==> src/rtl/alu_seq_pkg.sv <==
// Shared opcodes, FSM states and legality check for the alu_seq slice.
// Opcode 9 (MUL) is legal only when ALU_SEQ_MUL_EN is defined.
package alu_seq_pkg;

  localparam logic [3:0] OP_ADD = 4'd0;
  localparam logic [3:0] OP_SUB = 4'd1;
  localparam logic [3:0] OP_AND = 4'd2;
  localparam logic [3:0] OP_OR  = 4'd3;
  localparam logic [3:0] OP_XOR = 4'd4;
  localparam logic [3:0] OP_NOT = 4'd5;
  localparam logic [3:0] OP_SHL = 4'd6;
  localparam logic [3:0] OP_SHR = 4'd7;
  localparam logic [3:0] OP_MOV = 4'd8;
  localparam logic [3:0] OP_MUL = 4'd9;
  localparam logic [3:0] OP_LDI = 4'd10;

  typedef enum logic [1:0] {
    IDLE,
    READ,
    EXEC,
    WB
  } state_t;

  function automatic logic op_legal(
    input logic [3:0] op
  );
`ifdef ALU_SEQ_MUL_EN
    return op <= OP_LDI;
`else
    return (op <= OP_LDI) && (op != OP_MUL);
`endif
  endfunction

endpackage

==> src/rtl/alu_seq_if.sv <==
// Instruction handshake bundle between the instruction source and alu_seq.
// master = instruction source, slave = alu_seq.
interface alu_seq_if #(
  parameter int DATA_W = 16,
  parameter int ADDR_W = 3
);

  logic              instr_valid;
  logic              instr_ready;
  logic [3:0]        opcode;
  logic [ADDR_W-1:0] rd;
  logic [ADDR_W-1:0] rs1;
  logic [ADDR_W-1:0] rs2;
  logic [DATA_W-1:0] imm;

  modport master (
    output instr_valid,
    output opcode,
    output rd,
    output rs1,
    output rs2,
    output imm,
    input  instr_ready
  );

  modport slave (
    input  instr_valid,
    input  opcode,
    input  rd,
    input  rs1,
    input  rs2,
    input  imm,
    output instr_ready
  );

endinterface

==> src/rtl/alu_core.sv <==
// Combinational single-cycle ALU: op -> {result, carry}.
// MUL and illegal opcodes yield zero here; the sequencer handles them.
module alu_core
  import alu_seq_pkg::*;
#(
  parameter int DATA_W = 16
) (
  input  logic [3:0]        op,
  input  logic [DATA_W-1:0] a,
  input  logic [DATA_W-1:0] b,
  input  logic [DATA_W-1:0] imm,
  output logic [DATA_W-1:0] result,
  output logic              carry
);

  always_comb begin
    result = '0;
    carry  = 1'b0;
    unique case (1'b1)
      (op == OP_ADD): {carry, result} = {1'b0, a} + {1'b0, b};
      (op == OP_SUB): {carry, result} = {1'b0, a} - {1'b0, b};
      (op == OP_AND): result = a & b;
      (op == OP_OR):  result = a | b;
      (op == OP_XOR): result = a ^ b;
      (op == OP_NOT): result = ~a;
      (op == OP_SHL): begin
        result = {a[DATA_W-2:0], 1'b0};
        carry  = a[DATA_W-1];
      end
      (op == OP_SHR): begin
        result = {1'b0, a[DATA_W-1:1]};
        carry  = a[0];
      end
      (op == OP_MOV): result = a;
      (op == OP_LDI): result = imm;
      default: ;
    endcase
  end

endmodule

==> src/rtl/alu_seq.sv <==
// Execution sequencer: accept, read operands, execute, write back to reg_file.
// Optional shift-add MUL (opcode 9) enabled by defining ALU_SEQ_MUL_EN.
module alu_seq
  import alu_seq_pkg::*;
#(
  parameter int DATA_W = 16,
  parameter int ADDR_W = 3
) (
  input  logic              clk,
  input  logic              reset,
  alu_seq_if.slave          bus,
  output logic [ADDR_W-1:0] rd_addr_a,
  output logic [ADDR_W-1:0] rd_addr_b,
  input  logic [DATA_W-1:0] d_out_a,
  input  logic [DATA_W-1:0] d_out_b,
  output logic              wr,
  output logic [ADDR_W-1:0] wr_addr,
  output logic [DATA_W-1:0] d_in,
  output logic              done,
  output logic              err,
  output logic              flag_z,
  output logic              flag_c
);

  state_t            state;
  logic [3:0]        op_q;
  logic [ADDR_W-1:0] rd_q;
  logic [DATA_W-1:0] imm_q;
  logic [DATA_W-1:0] a_q;
  logic [DATA_W-1:0] b_q;
  logic              c_q;
  logic [DATA_W-1:0] alu_res;
  logic              alu_c;

  assign bus.instr_ready = (state == IDLE);

  alu_core #(.DATA_W(DATA_W)) u_core (
    .op     (op_q),
    .a      (a_q),
    .b      (b_q),
    .imm    (imm_q),
    .result (alu_res),
    .carry  (alu_c)
  );

`ifdef ALU_SEQ_MUL_EN
  localparam int CNT_W = $clog2(DATA_W + 1);

  logic [CNT_W-1:0]    mul_cnt;
  logic [2*DATA_W-1:0] acc;
  logic [2*DATA_W-1:0] mcand;
  logic [DATA_W-1:0]   mplier;
  logic [2*DATA_W-1:0] acc_next;

  assign acc_next = acc + (mplier[0] ? mcand : '0);
`endif

  always_ff @(posedge clk or negedge reset) begin
    if (!reset) begin
      state     <= IDLE;
      op_q      <= '0;
      rd_q      <= '0;
      imm_q     <= '0;
      rd_addr_a <= '0;
      rd_addr_b <= '0;
      a_q       <= '0;
      b_q       <= '0;
      c_q       <= 1'b0;
      wr        <= 1'b0;
      wr_addr   <= '0;
      d_in      <= '0;
      done      <= 1'b0;
      err       <= 1'b0;
      flag_z    <= 1'b0;
      flag_c    <= 1'b0;
`ifdef ALU_SEQ_MUL_EN
      mul_cnt   <= '0;
      acc       <= '0;
      mcand     <= '0;
      mplier    <= '0;
`endif
    end else begin
      wr   <= 1'b0;
      done <= 1'b0;
      err  <= 1'b0;
      unique case (state)
        IDLE: begin
          if (bus.instr_valid) begin
            op_q      <= bus.opcode;
            rd_q      <= bus.rd;
            imm_q     <= bus.imm;
            rd_addr_a <= bus.rs1;
            rd_addr_b <= bus.rs2;
            state     <= READ;
          end
        end
        READ: begin
          a_q   <= d_out_a;
          b_q   <= d_out_b;
          state <= EXEC;
          // illegal ops signal in the EXEC cycle, then skip WB
          if (!op_legal(op_q)) begin
            done <= 1'b1;
            err  <= 1'b1;
          end
`ifdef ALU_SEQ_MUL_EN
          mul_cnt <= CNT_W'(DATA_W - 1);
          acc     <= '0;
          mcand   <= {{DATA_W{1'b0}}, d_out_a};
          mplier  <= d_out_b;
`endif
        end
        EXEC: begin
          if (!op_legal(op_q)) begin
            state <= IDLE;
`ifdef ALU_SEQ_MUL_EN
          end else if (op_q == OP_MUL) begin
            if (mul_cnt == '0) begin
              d_in    <= acc_next[DATA_W-1:0];
              c_q     <= |acc_next[2*DATA_W-1:DATA_W];
              wr      <= 1'b1;
              done    <= 1'b1;
              wr_addr <= rd_q;
              state   <= WB;
            end else begin
              acc     <= acc_next;
              mcand   <= mcand << 1;
              mplier  <= mplier >> 1;
              mul_cnt <= mul_cnt - 1'b1;
            end
`endif
          end else begin
            d_in    <= alu_res;
            c_q     <= alu_c;
            wr      <= 1'b1;
            done    <= 1'b1;
            wr_addr <= rd_q;
            state   <= WB;
          end
        end
        WB: begin
          flag_z <= (d_in == '0);
          flag_c <= c_q;
          state  <= IDLE;
        end
      endcase
    end
  end

endmodule

==> src/flat_wrapper.sv <==
// flat-port wrapper written by rule: the top's interface ports become plain ports
module alu_seq_flat import alu_seq_pkg::*;
#(
  parameter int DATA_W = 16,
  parameter int ADDR_W = 3
)
  (clk, reset, rd_addr_a, rd_addr_b, d_out_a, d_out_b, wr, wr_addr, d_in, done, err, flag_z, flag_c, bus_instr_valid, bus_opcode, bus_rd, bus_rs1, bus_rs2, bus_imm, bus_instr_ready);
  alu_seq_if #(.DATA_W(DATA_W), .ADDR_W(ADDR_W)) bus_i ();
  input  logic clk;
  input  logic reset;
  output logic [ADDR_W-1:0] rd_addr_a;
  output logic [ADDR_W-1:0] rd_addr_b;
  input  logic [DATA_W-1:0] d_out_a;
  input  logic [DATA_W-1:0] d_out_b;
  output logic wr;
  output logic [ADDR_W-1:0] wr_addr;
  output logic [DATA_W-1:0] d_in;
  output logic done;
  output logic err;
  output logic flag_z;
  output logic flag_c;
  input wire logic [$bits(bus_i.instr_valid)-1:0] bus_instr_valid;
  input wire logic [$bits(bus_i.opcode)-1:0] bus_opcode;
  input wire logic [$bits(bus_i.rd)-1:0] bus_rd;
  input wire logic [$bits(bus_i.rs1)-1:0] bus_rs1;
  input wire logic [$bits(bus_i.rs2)-1:0] bus_rs2;
  input wire logic [$bits(bus_i.imm)-1:0] bus_imm;
  output wire logic [$bits(bus_i.instr_ready)-1:0] bus_instr_ready;
  assign bus_i.instr_valid = bus_instr_valid;
  assign bus_i.opcode = bus_opcode;
  assign bus_i.rd = bus_rd;
  assign bus_i.rs1 = bus_rs1;
  assign bus_i.rs2 = bus_rs2;
  assign bus_i.imm = bus_imm;
  assign bus_instr_ready = bus_i.instr_ready;
  alu_seq #(.DATA_W(DATA_W), .ADDR_W(ADDR_W)) u_core (.clk(clk), .reset(reset), .bus(bus_i), .rd_addr_a(rd_addr_a), .rd_addr_b(rd_addr_b), .d_out_a(d_out_a), .d_out_b(d_out_b), .wr(wr), .wr_addr(wr_addr), .d_in(d_in), .done(done), .err(err), .flag_z(flag_z), .flag_c(flag_c));
endmodule
==> config.mk <==
export PLATFORM = sky130hd
export DESIGN_NAME = alu_seq_flat
export DESIGN_NICKNAME = d
export VERILOG_FILES = /design/src/rtl/alu_seq_pkg.sv /design/src/rtl/alu_seq_if.sv /design/src/rtl/alu_core.sv /design/src/rtl/alu_seq.sv /design/src/flat_wrapper.sv
export SDC_FILE = /design/constraint.sdc
export NUM_CORES = 1
export LEC_CHECK = 0
export BUFFER_PORTS_ARGS = -buffer_cell sky130_fd_sc_hd__buf_2
export CAP_MARGIN = 25
export CORE_ASPECT_RATIO = 0.6
export CORE_UTILIZATION = 40
export CTS_CLUSTER_SIZE = 12
export DETAILED_ROUTE_END_ITERATION = 8
export GPL_TIMING_DRIVEN = 0
export PLACE_DENSITY_LB_ADDON = 0.25
export SLEW_MARGIN = 20
export SYNTH_ARGS = -nofsm -noshare
export SYNTH_HDL_FRONTEND = slang
export SYNTH_SLANG_ARGS = --single-unit
==> constraint.sdc <==
create_clock -name clk -period 6.38 [get_ports clk]
set_input_delay 1.276 -clock clk [delete_from_list [all_inputs] [get_ports clk]]
set_output_delay 1.276 -clock clk [all_outputs]
set_load 0.01 [all_outputs]
### Yosys cells after proc, flatten, opt, wreduce, memory -nomap -nowiden

Cells that the tools add are included.

* register bits after elaboration: 88
* bits of input ports: 64
* output and inout port bits: 31
* logic and storage cells: 53

* add/subtract/negate cells: 2
* $lt $le $gt $ge: 1
* equal/unequal tests: 14
* multiplexer cells: 10
* bitwise operators: 4
* reductions and logical operators: 6

Operator list (count)
* $pmux W16 S10: 1
* $add A16 B16 Y17: 1
* $sub A16 B16 Y17: 1
* $and A16 B16 Y16: 1
* $eq A4 B3 Y1 const B: 4
* $logic_not A16 Y1: 1
* $not A16 Y16: 1
* $or A16 B16 Y16: 1
* $xor A16 B16 Y16: 1
* $eq A4 B2 Y1 const B: 2
* $eq A4 B4 Y1 const B: 2
* $pmux W2 S4: 1
* $eq A2 B2 Y1 const B: 2
* $eq A4 B1 Y1 const B: 1
* $le A4 B4 Y1 const B: 1
* $logic_not A4 Y1: 1
* $mux W1: 4
* $mux W2: 2
* $ne A4 B4 Y1 const B: 1
* $pmux W1 S4: 1
* $reduce_and A2 Y1: 2
* $eq A2 B1 Y1 const B: 1
* $logic_not A2 Y1: 1
* $ne A2 B2 Y1 const B: 1
* 2 further kinds: 2

### Longest topological paths before layout

* word-level depth: 4
* depth in mapped cells: 10
* depth with buffers taken out: 10

### By module

From an unflattened synthesis, not the netlist that was laid out.

* cells, all modules: 725
* area, all modules: 6508.7 µm²

Modules (own cells, without submodules)
* alu_seq: times used 1, cells an instance 267, area each 3394.5 µm², seq. area each 2202.1 µm²
* alu_core: times used 1, cells an instance 458, area each 3114.2 µm², seq. area each 0.0 µm²

### Least setup slack after synthesis

No wires, ideal clock.

* kind: input to register
* start point: in bus_instr_valid
* end point: reg u_core.imm_q[15]
* setup time: 0.125 ns
* arrival: 2.189 ns
* data required time: 6.255 ns
* setup slack: 4.066 ns
* stages on the path: 4
* buffers on the path: 2
* cells stage by stage: and2_1 > clkbuf_1 > clkbuf_1 > mux2_2

* longest elaborated chain between the ends: 1

Ends and longest elaborated chain
* from (decl): line flat_wrapper.sv:22 `input wire logic [$bits(bus_i.instr_valid)-1:0] bus_instr_valid;`
* $reduce_and A2 Y1 (no line)
* to (signal assigned): line alu_seq.sv:91 `imm_q <= bus.imm;`
* to (decl): line alu_seq.sv:28 `logic [DATA_W-1:0] imm_q;`

No other way between the ends.
A chain may end at the register's enable or synchronous reset.

### Worst setup path after layout

* start point: reg u_core.a_q[0]
* end point: reg u_core.c_q

* longest elaborated chain between the ends: 2
* elaborated cells on any way between the ends: 3
* those cells by class: add/sub (2); mux (1)

Ends and longest elaborated chain
* from (decl): line alu_seq.sv:29 `logic [DATA_W-1:0] a_q;`
* from (signal assigned): line alu_seq.sv:98 `a_q <= d_out_a;`
* $sub A16 B16 Y17 or $add A16 B16 Y17 (tied branches): line alu_core.sv:21, alu_core.sv:20
* $pmux W1 S4 (*): line alu_core.sv:19 `unique case (1'b1)`
* to (signal assigned): line alu_seq.sv:134 `c_q <= alu_c;`
* to (decl): line alu_seq.sv:31 `logic c_q;`

Every way passes the cells marked *; elsewhere a longest branch is shown, timed or not.

==> qor.txt <==
Fin crit share: 47.45%
CP Data Required Time: 6.62 ns
Slowest cell delay on critical path: 0.58 ns
Slowest-stage cell, CP: a211oi_1
Worst-path clk slew: 0.07 ns
Setup violations, final: 0
Vias: 6,381
Via-per-instance ratio: 5.992
CTS Sinks: 88
Layout area overhead: 15.90%
Synth area leader: dfrtp_1
CP Class: flip-flop to flip-flop
Die Wd: 168.1 um
Hold Buf Count CTS: 0
Initial antenna violation count: 0
Yosys top cell area share: 33.28%
XOR/XNOR Fraction of Synth Area: 1.191%
Slew Viols, Final: 0
Layout cells sized above 1: 22.74%
Finished Core Util: 48.65%
Worst setup EP type: flip-flop
Power density over the cells: 654.9 nW/um^2
EDFF count, synth: 0
Static Leak: 3.388 nW
Final Skew: 0.01167 ns
ANT cells: 0
Mux cell area share after synthesis: 8.244%
IO Port Bufs: 94
Ys Warns: 0
Unrepaired setup endpoints after global routing: no
First drt pass iteration count: 6
Root Buffer: clkbuf_16
Mapped Area: 6618 sq um
Ranking of synthesized cells by area: dfrtp_1 (33%), ha_1 (10%), o21ai_0 (4.4%)
Setup bufs post-CTS: 0
Drc violations: 0
Routed WL per cell: 22.12 um
DR iter-0 viols: 788
Status: finished, final reports clean
Worst IR Drop VDD: 0.2906 mV
Hold Fails Final Rpt: 0
Std cell rows: 35
ANT nets after route: 0
CP cell instances: ha_1 -> inv_1 -> fa_1 -> nor2b_4 -> o31a_1 -> o311ai_2 -> a211oi_1 -> a311oi_1 -> o311ai_1
DPL Wire Length: 17.91 mm
CTS tree: done
Prevailing post-synth register cell: dfrtp_1
DP Cell Count: 1,049
Most common cell in the synthesized netlist: dfrtp_1
Worst Hold Class: flip-flop to flip-flop
CTS Buffer Depth: 2
Starting density of the core: 41.98%
CP Launch Type: flip-flop
Simple-gate share of the synthesized area: 17.53%
Tmin final: 3.027 ns
CP bufs+invs: 1
Cells after synthesis: 751
Crit-path max FO: 6
Setup Total Neg Slack: 0 ns
Core ar.: 15,770 sq um
#FFs+latches synth: 88
Detailed Route WL: 23.56 mm
Vias in the first global route: 5,997
Grt ovf: 0
Adder-cell share of the synthesized area: 10.63%
Max Freq: 330.3 MHz
Synth Area in Compound Gates: 22.80%
MaxCap Viol Count: 0
Layout Nets: 976
Die area: 17,080 sq um
Slew headroom: 41.62%
Critical Path AT: 3.26 ns
Worst-Margin Slew: 0.8691 ns
CTS buffer count: 9
Tot GR Track Use: 28.25%
Avg Synthesized Cell Area: 8.812 sq um
Global-route wire length before repair: 35.90 mm
Main combinational cell family by area after synthesis: compound AO/OA/AOI/OAI gates
Cts repair resizes: 0
CTS H-tree lvls: 3
Synth unique cells: 85
Worst-skew pair later-pin latency: 0.35 ns
Register area share after synthesis: 33.28%
I/O pin cnt: 95
Syn nets: 870
Worst hold slack: 0.4740 ns
Placer congestion estimate: 1.019
Async set or reset register ratio after synthesis: 100.0%
Largest net degree at the start of global routing: 62
Post-synth top cells: dfrtp_1 (88), nand2_1 (72), nor2_1 (66)
Die H: 101.6 um
Top delay family on crit path: compound AO/OA/AOI/OAI gates
Final non-filler cell total: 1,065
==> routing by layer <==
layer | global-route usage (%) | vias up | wire length [um]
li1 | - | 2909 | -
met1 | 43.19 | 3050 | 11280
met2 | 39.23 | 386 | 9361
met3 | 7.229 | 36 | 2646
met4 | 6.084 | 0 | 277
met5 | 0 | - | 0
==> worst paths after layout <==
kind | from | end | slack (ns) | depth (start not counted)
min in group asynchronous | reset | u_core.a_q[11] | 0.79 | 1
max | u_core.a_q[0] | u_core.c_q | 3.35 | 9
max in group asynchronous | reset | u_core.rd_addr_b[0] | 4.99 | 2
max reg2reg | u_core.a_q[0] | u_core.c_q | 3.35 | 9
min reg2reg | u_core.wr_addr[1] | u_core.wr_addr[1] | 0.47 | 2
min | u_core.wr_addr[1] | u_core.wr_addr[1] | 0.47 | 2
==> final cells by class <==
cell class	instances	area [sq um]
multi-input combinational	569	3996
timing repair buffer	95	504.2
fill	1565	8095
clock buffer	10	239.0
inverter	46	172.7
buffer	48	246.5
sequential	88	2202
clock inverter	6	55.05
tap	203	254.0
==> where the power goes <==
group / switching (W) / internal, W
clock network: 0.000270 / 0.000286
registers: 0.000291 / 0.000834
logic: 0.00211 / 0.00124
total: 0.00267 / 0.00235
==> cell families after synthesis <==
group | after synthesis
and+or+nand+nor | 235
AOI/OAI and AO/OA | 222
buffers and inverters | 94
DFF | 88
adders and majority gates | 55
muxes | 48
xor gates and xnor gates | 9
==> worst min-delay path: cells and delay by family (launching register included) <==
kind | cells | cell delay (ns)
flip-flops | 1 | 0.34
AND/OR/NAND/NOR | 2 | 0.10
==> registers in the layout (all words and copies together), names as in the netlist <==
register,cells
u_core.rd_addr_a,3
u_core.rd_q,3
u_core.flag_z,1
u_core.d_in,16
u_core.c_q,1
u_core.flag_c,1
u_core.state,2
u_core.b_q,16
u_core.a_q,16
u_core.err,1
u_core.wr,1
u_core.op_q,4
u_core.done,1
u_core.rd_addr_b,3
u_core.imm_q,16
u_core.wr_addr,3
==> placed cells by master, fill, tap and decap left out, types with 5 or more instances in the layout <==
master,n
mux2_1,5
or2_2,5
inv_6,5
nor2b_1,11
clkbuf_1,16
o21a_1,5
o22ai_1,14
clkbuf_16,9
a211oi_1,9
nor3_1,19
buf_2,112
or3_1,6
nand2b_1,12
xnor2_1,6
a22oi_1,7
ha_1,53
o21ai_1,7
inv_1,40
dfrtp_1,88
o211ai_1,5
nand2_1,72
nor2_1,66
mux2_2,24
a21oi_1,47
inv_2,6
o221ai_1,8
o21ai_0,58
nor4_1,9
mux2i_1,17
buf_4,5
nand3_1,10
a31oi_1,10
==> metrics by stage <==
step / instance area, sq um / worst slack, ns / total power, W
after detailed placement: 7376 / 3.480 / 0.004362
final: 7670 / 3.353 / 0.005023
after CTS: 7670 / 3.459 / 0.004929
after global placement: 7342 / 3.195 / 0.004335
after floorplan: 6618 / 4.066 / 0.003335
after global routing: 7670 / 3.263 / 0.005351
Power figures use the tool's default switching activity.
